[src/rtl/rv32i_pkg.sv]
// rv32i_pkg: shared RV32I widths, ALU opcodes and the decoded-instruction record
// passed from decode into the id/ex pipeline stage.
package rv32i_pkg;
    localparam int XLEN     = 32;
    localparam int ALU_OP_W = 4;
    localparam int REG_AW   = 5;

    typedef enum logic [ALU_OP_W-1:0] {
        ALU_ADD, ALU_SUB, ALU_SLL, ALU_SLT, ALU_SLTU,
        ALU_XOR, ALU_SRL, ALU_SRA, ALU_OR, ALU_AND
    } alu_op_e;

    typedef struct packed {
        alu_op_e           alu_op;
        logic [REG_AW-1:0] rs1_addr;
        logic [XLEN-1:0]   rs1_data;
        logic [REG_AW-1:0] rs2_addr;
        logic [XLEN-1:0]   rs2_data;
        logic              use_imm;
        logic [XLEN-1:0]   imm;
        logic [REG_AW-1:0] rd_addr;
        logic              rd_we;
    } id_ex_t;
endpackage

[src/rtl/id_ex_fwd_mux.sv]
// id_ex_fwd_mux: replaces the rs1/rs2 data of one decoded entry with the
// writeback value when the writeback destination matches its source index.
module id_ex_fwd_mux
    import rv32i_pkg::*;
(
    input  id_ex_t            i_entry,
    input  logic              i_wb_rd_we,
    input  logic [REG_AW-1:0] i_wb_rd_addr,
    input  logic [XLEN-1:0]   i_wb_data,
    output id_ex_t            o_entry
);
    logic w_hit;
    assign w_hit = i_wb_rd_we && (i_wb_rd_addr != '0);

    always_comb begin
        o_entry = i_entry;
        if (w_hit && i_wb_rd_addr == i_entry.rs1_addr) o_entry.rs1_data = i_wb_data;
        // with use_imm set operand_b comes from imm, so rs2 is left alone
        if (w_hit && !i_entry.use_imm && i_wb_rd_addr == i_entry.rs2_addr) o_entry.rs2_data = i_wb_data;
    end
endmodule

[src/rtl/id_ex_stage.sv]
// id_ex_stage: decode-to-execute register with a 2-entry skid buffer and sync flush.
// Define ID_EX_FORWARD_EN to forward writeback data into incoming and held entries.
module id_ex_stage
    import rv32i_pkg::*;
(
    input  logic                clk,
    input  logic                rst_n,
    input  logic                flush,
    input  logic                id_valid,
    output logic                id_ready,
    input  logic [ALU_OP_W-1:0] id_alu_op,
    input  logic [REG_AW-1:0]   id_rs1_addr,
    input  logic [REG_AW-1:0]   id_rs2_addr,
    input  logic [XLEN-1:0]     id_rs1_data,
    input  logic [XLEN-1:0]     id_rs2_data,
    input  logic [XLEN-1:0]     id_imm,
    input  logic                id_use_imm,
    input  logic [REG_AW-1:0]   id_rd_addr,
    input  logic                id_rd_we,
    input  logic                wb_rd_we,
    input  logic [REG_AW-1:0]   wb_rd_addr,
    input  logic [XLEN-1:0]     wb_data,
    output logic                ex_valid,
    input  logic                ex_ready,
    output logic [XLEN-1:0]     operand_a,
    output logic [XLEN-1:0]     operand_b,
    output logic [ALU_OP_W-1:0] alu_op,
    output logic [REG_AW-1:0]   ex_rd_addr,
    output logic                ex_rd_we
);
    id_ex_t            w_in_raw, w_in, w_out_f, w_skid_f;
    id_ex_t            r_out, r_skid;
    logic              r_out_valid, r_skid_valid;
    logic              w_acc, w_to_skid;
    logic [REG_AW-1:0] w_rs1_a, w_rs2_a;

    assign w_in_raw = '{alu_op: alu_op_e'(id_alu_op), rs1_addr: w_rs1_a, rs1_data: id_rs1_data,
                        rs2_addr: w_rs2_a, rs2_data: id_rs2_data, use_imm: id_use_imm,
                        imm: id_imm, rd_addr: id_rd_addr, rd_we: id_rd_we};

`ifdef ID_EX_FORWARD_EN
    assign w_rs1_a = id_rs1_addr;
    assign w_rs2_a = id_rs2_addr;
    id_ex_fwd_mux u_fwd_in (.i_entry(w_in_raw), .i_wb_rd_we(wb_rd_we), .i_wb_rd_addr(wb_rd_addr),
                            .i_wb_data(wb_data), .o_entry(w_in));
    id_ex_fwd_mux u_fwd_out (.i_entry(r_out), .i_wb_rd_we(wb_rd_we), .i_wb_rd_addr(wb_rd_addr),
                             .i_wb_data(wb_data), .o_entry(w_out_f));
    id_ex_fwd_mux u_fwd_skid (.i_entry(r_skid), .i_wb_rd_we(wb_rd_we), .i_wb_rd_addr(wb_rd_addr),
                              .i_wb_data(wb_data), .o_entry(w_skid_f));
`else
    logic w_unused;
    assign w_rs1_a  = '0;
    assign w_rs2_a  = '0;
    assign w_in     = w_in_raw;
    assign w_out_f  = r_out;
    assign w_skid_f = r_skid;
    assign w_unused = ^{wb_rd_we, wb_rd_addr, wb_data, id_rs1_addr, id_rs2_addr,
                        r_out.rs1_addr, r_out.rs2_addr, r_skid.rs1_addr, r_skid.rs2_addr};
`endif

    assign w_acc     = id_valid && !r_skid_valid;
    assign w_to_skid = w_acc && r_out_valid && !ex_ready;

    // skid valid implies output valid, so ex_ready alone marks a transfer from FULL
    always_ff @(posedge clk or negedge rst_n) begin
        if (!rst_n) begin
            r_out_valid  <= 1'b0;
            r_skid_valid <= 1'b0;
            r_out        <= '0;
            r_skid       <= '0;
        end else if (flush) begin
            r_out_valid  <= 1'b0;
            r_skid_valid <= 1'b0;
        end else begin
            r_out_valid  <= r_skid_valid || w_acc || (r_out_valid && !ex_ready);
            r_skid_valid <= r_skid_valid ? !ex_ready : w_to_skid;
            r_out        <= (r_skid_valid && ex_ready) ? w_skid_f :
                            (w_acc && (!r_out_valid || ex_ready)) ? w_in :
                            r_out_valid ? w_out_f : r_out;
            r_skid       <= w_to_skid ? w_in : r_skid_valid ? w_skid_f : r_skid;
        end
    end

    assign id_ready   = !r_skid_valid;
    assign ex_valid   = r_out_valid;
    assign operand_a  = r_out.rs1_data;
    assign operand_b  = r_out.use_imm ? r_out.imm : r_out.rs2_data;
    assign alu_op     = r_out.alu_op;
    assign ex_rd_addr = r_out.rd_addr;
    assign ex_rd_we   = r_out.rd_we;
endmodule

[config.mk]
export PLATFORM = sky130hd
export DESIGN_NAME = id_ex_stage
export DESIGN_NICKNAME = d
export VERILOG_FILES = /design/src/rtl/rv32i_pkg.sv /design/src/rtl/id_ex_fwd_mux.sv /design/src/rtl/id_ex_stage.sv
export SDC_FILE = /design/constraint.sdc
export NUM_CORES = 1
export LEC_CHECK = 0
export ABC_AREA = 1
export CAP_MARGIN = 25
export CELL_PAD_IN_SITES_DETAIL_PLACEMENT = 0
export CELL_PAD_IN_SITES_GLOBAL_PLACEMENT = 1
export CORE_MARGIN = 8
export CORE_UTILIZATION = 37
export DETAILED_ROUTE_END_ITERATION = 6
export GPL_TIMING_DRIVEN = 0
export PLACE_DENSITY_LB_ADDON = 0.2
export SLEW_MARGIN = 20
export SYNTH_ARGS = -nofsm -noshare
export SYNTH_HDL_FRONTEND = slang
export SYNTH_SLANG_ARGS = --single-unit
[constraint.sdc]
create_clock -name clk -period 2 [get_ports clk]
set_input_delay 0.5 -clock clk [delete_from_list [all_inputs] [get_ports clk]]
set_output_delay 0.5 -clock clk [all_outputs]
set_load 0.02 [all_outputs]
# [Word-level counts from Yosys, hierarchy flattened]
# Cells that the tools add are included.
[classes] eq_ne=0 n_reduce_logical=15 n_mul=0 muxes=6 bitwise_logic=1 magnitude_cmp=0 n_shift=0 addsub=0 n_div=0
[ops] operator="$mux 117" count=2
[ops] operator="$mux 32" count=1
[ops] operator="$logic_and 1x1->1" count=6
[ops] operator="$reduce_and 2->1" count=2
[ops] operator="$logic_not 1->1" count=3
[ops] operator="$logic_or 1x1->1" count=3
[ops] operator="$mux 1" count=3
[ops] operator="$reduce_bool 2->1" count=1
[ops] operator="$not 1->1" count=1
[word_totals] inputBits=160 memories=0 romBits=0 word_cells=38 reg_bits=216 ram_bits=0 latch_bits=0

# [Depth between registers and ports, before layout]
[logic_depth] depth_word=6 ltp_mapped=8 depth_no_buf=6

# [Worst setup path before layout]
# No wires, ideal clock.
[synth_timing] path_kind="register -> output" start="reg r_out[38] in the netlist's numbering" end="out operand_b[10]" n_path_buf=2 setup_slack_ns=0.221 path_stages_with_launch=4 t_arrival_ns=1.279 path_cell_list="dfrtp_1 -> clkbuf_1 -> clkbuf_1 -> mux2_2"
[synth_between] elab_chain_cells=1
[synth_lines] item="start, declared" line_no="id_ex_stage.sv:32" source="id_ex_t r_out, r_skid;"
[synth_lines] item="start signal, assigned" line_no="id_ex_stage.sv:77" source="r_out <= (r_skid_valid && ex_ready) ? w_skid_f :"
[synth_lines] item="$mux 32" line_no="id_ex_stage.sv:87" source="assign operand_b = r_out.use_imm ? r_out.imm : r_out.rs2_data;"
[synth_lines] item="end, declared" line_no="id_ex_stage.sv:26" source="output logic [XLEN-1:0] operand_b,"
# No other way between the ends.

# [Worst setup path after layout]
# Same ends and word-level chain as after synthesis.

==> results.cfg <==
[global_route]
grt_antenna_before_repair = 1
use_met1_pct = 26.3
grtUsageTotal_pct = 18.5
grt_pass1_wl_mm = 50.6
gr-total-overflow = 0
grt.busiest_layer = met2
grt_pass1_vias = 9228
met2_usage_pct = 29.4
grtUsageMet3_pct = 2.79
grt_max_degree = 93

[floorplan]
core_area_um2 = 28500
rows = 62
ioPinCount = 236
dieWidth_um = 185
initial_core_util_pct = 37.2
die-area_um2 = 34300
dieHeight_um = 185

[worst_setup_path]
crit_fanout = 7
max_stage_delay_ns = 0.41
crit_type = reg -> out
required_ns = 1.50
end_kind = primary output
cp-start-kind = register
slowest_stage = dfrtp_2
crit_arrival_ns = 1.72
cp_cell_sequence = buf_12 -> clkbuf_16 -> mux2_4 -> buf_6

[synthesis]
syn_area_um2 = 10600
syn_inst = 1362
synth_top_family_by_area = simple AND/OR/NAND/NOR gates
synth_compound_area_share_pct = 5.33
synth_seq_cells = 216
synth_fa_ha_area_share_pct = 0
synth_top_area_cell = dfrtp_1
synth_area_leaders = dfrtp_1 51%, nand2_1 19%, nand3_1 10%, inv_1 3.9%, mux2_2 3.4%
synth_xor_area_share_pct = 0
yosysSeqAreaShare_pct = 51.1
synth.mux.area_fraction_pct = 3.40
avgSynthCellArea_um2 = 7.77
synth_cell_types = 20
synth_simple_gate_area_share_pct = 29.6
yosysTopAreaCellShare_pct = 51.1
synth_nets = 1522
yosysWarnings = 0

[timing]
worst_slew_pin_slew_ns = 0.669
grt_setup_unrepaired = yes
period_minus_slack_ns = 2.22
setup_viol = 32
timing.slew.headroom_pct = 55.4
hold_violations = 0
finClkSkew_ns = 0.00702
finalMaxSlewViolations = 0
max_freq_mhz = 451
fin_ws_ns = -0.217
min_period_over_period_pct = 111

[cells_and_area]
layout_commonest_cell = nand2_1
final_nets = 1751
final_cell_area_um2 = 14200
final_cell_mix = 535 x nand2_1, 215 x dfrtp_1, 214 x nand3_1
drive_gt1_share_pct = 13.2
area_growth_pct = 34.4

[status]
failed_checks = setup timing
outcome = finished with violations

[route]
num_vias = 9411
wl_per_cell_um = 16.1
first_iter_violations = 733
firstDrtPassIters = 5
antenna_left = 0
viasPerCell = 4.71
drc = 0
wirelength_mm = 32.2

[power_and_ir_drop]
pwr_density_cell_nw_per_um2 = 986
netSwitchingPower_w = 0.00406
netSwitchingFraction_pct = 28.9
p_leak_nw = 7.66
power_w = 0.0140
p_seq_share_pct = 40.9
p_clk_share_pct = 34.9
intPower_w = 0.00998
vdd_drop_max_v = 0.000630
p_comb_share_pct = 24.2

[clock_network]
clockBufferDepth = 3
clock_latency_ns = 0.52
clk_pin_slew_ns = 0.06
clock_sinks = 216
cts_inserted_buffers = 26
cts-root-buf = clkbuf_16
htree_levels = 1
cts_tree = yes

[placement]
place_congestion = 0.772
portBuffers = 187
post_dp_cell_area_um2 = 13000
dp_worst_setup_slack_ns = -0.709
dp_hpwl_mm = 22.0

[flow_run]
maxCapViolations = 0

[hold_path]
hold_path.class = in -> async
-- kinds of logic after synthesis --
| group | after synthesis |
|---|---|
| buf+inv | 247 |
| mux | 32 |
| simple gates | 757 |
| flops | 216 |
| compound gates | 110 |
-- metal layers --
metal,wire length [um],share of wire [%]
met5,0,0
met4,524,1.6
met3,1750,5.4
met2,14500,45
met1,15500,48
-- cell type report --
class / count / area [um2]
Fill cell: 2833 / 14200
Sequential cell: 216 / 5410
Multi-Input combinational cell: 899 / 4160
Timing Repair Buffer: 202 / 2080
Clock buffer: 41 / 818
Buffer: 135 / 778
Tap cell: 384 / 480
Inverter: 111 / 417
Clock inverter: 7 / 87.6
Antenna cell: 1 / 2.50
-- per-stage QoR --
stage / instances / hold slack, ns / setup TNS [ns] / utilization [%]
after floorplan: 1362 / 0.204 / 0 / -
after global placement: 1933 / 0.451 / -2132.80 / 45.4
after detailed placement: 1935 / 0.384 / -116.74 / 45.7
after CTS: 1994 / 0.430 / -7.01 / 49.5
after global routing: 1996 / 0.455 / -8.03 / 50.0
final: 1996 / 0.447 / -6.21 / 50.0
-- cells in the mapped netlist --
| master | instances |
|---|---|
| nand2_1 | 535 |
| dfrtp_1 | 216 |
| nand3_1 | 214 |
| inv_1 | 110 |
| o21ai_0 | 65 |
| buf_4 | 43 |
| clkbuf_1 | 42 |
| o21ai_1 | 42 |
| mux2_2 | 32 |
| buf_2 | 29 |
| buf_1 | 22 |
| nor2_1 | 3 |
| nand2_2 | 2 |
| a21oi_1 | 1 |
| a21oi_4 | 1 |
| inv_2 | 1 |
| nand3_2 | 1 |
| nor2_2 | 1 |
| nor2_4 | 1 |
| o31ai_1 | 1 |
-- sequential cells by signal, indices dropped and copies added, names as in the netlist --
name and flops:
r_skid_valid 1, operand_a 32, ex_rd_addr 5, r_skid 107
ex_rd_we 1, ex_valid 1, alu_op 4, r_out 65
-- critical path: cells and delay by family (launching register included) --
family / cells / cell delay, ns
buffers and inverters: 3 / 0.46
DFF: 1 / 0.41
muxes: 1 / 0.32
-- what timing repair did --
action,in CTS,in global routing
hold endpoints to repair,35,0
setup buffers,9,0
hold buffers,1,0
gates cloned,2,1
pin swaps,2,0
setup endpoints to repair,118,115
gates resized for setup,255,38
-- power by group through the flow --
stage | Clock (W) | Sequential [W] | Combinational [W]
floorplan | 0 | 0.00567 | 0.00190
global placement | 0 | 0.00578 | 0.00321
detailed placement | 0 | 0.00580 | 0.00326
CTS | 0.00505 | 0.00574 | 0.00336
global route | 0.00521 | 0.00584 | 0.00376
finish | 0.00490 | 0.00574 | 0.00340
-- final timing paths --
check / start / to / slack [ns] / depth (start not counted)
worst max-delay path: r_out[38] / operand_b[10] / -0.22 / 4
max in group asynchronous: rst_n / r_skid[32] / 0.27 / 4
min in group clk: ex_rd_we / ex_rd_we / 0.46 / 2
worst min register to register: ex_rd_we / ex_rd_we / 0.46 / 2
worst max register to register: r_skid_valid / r_out[65] / 0.18 / 7
worst min-delay path: rst_n / alu_op[0] / 0.45 / 2
Note: power is estimated with default switching activity, not from simulation.
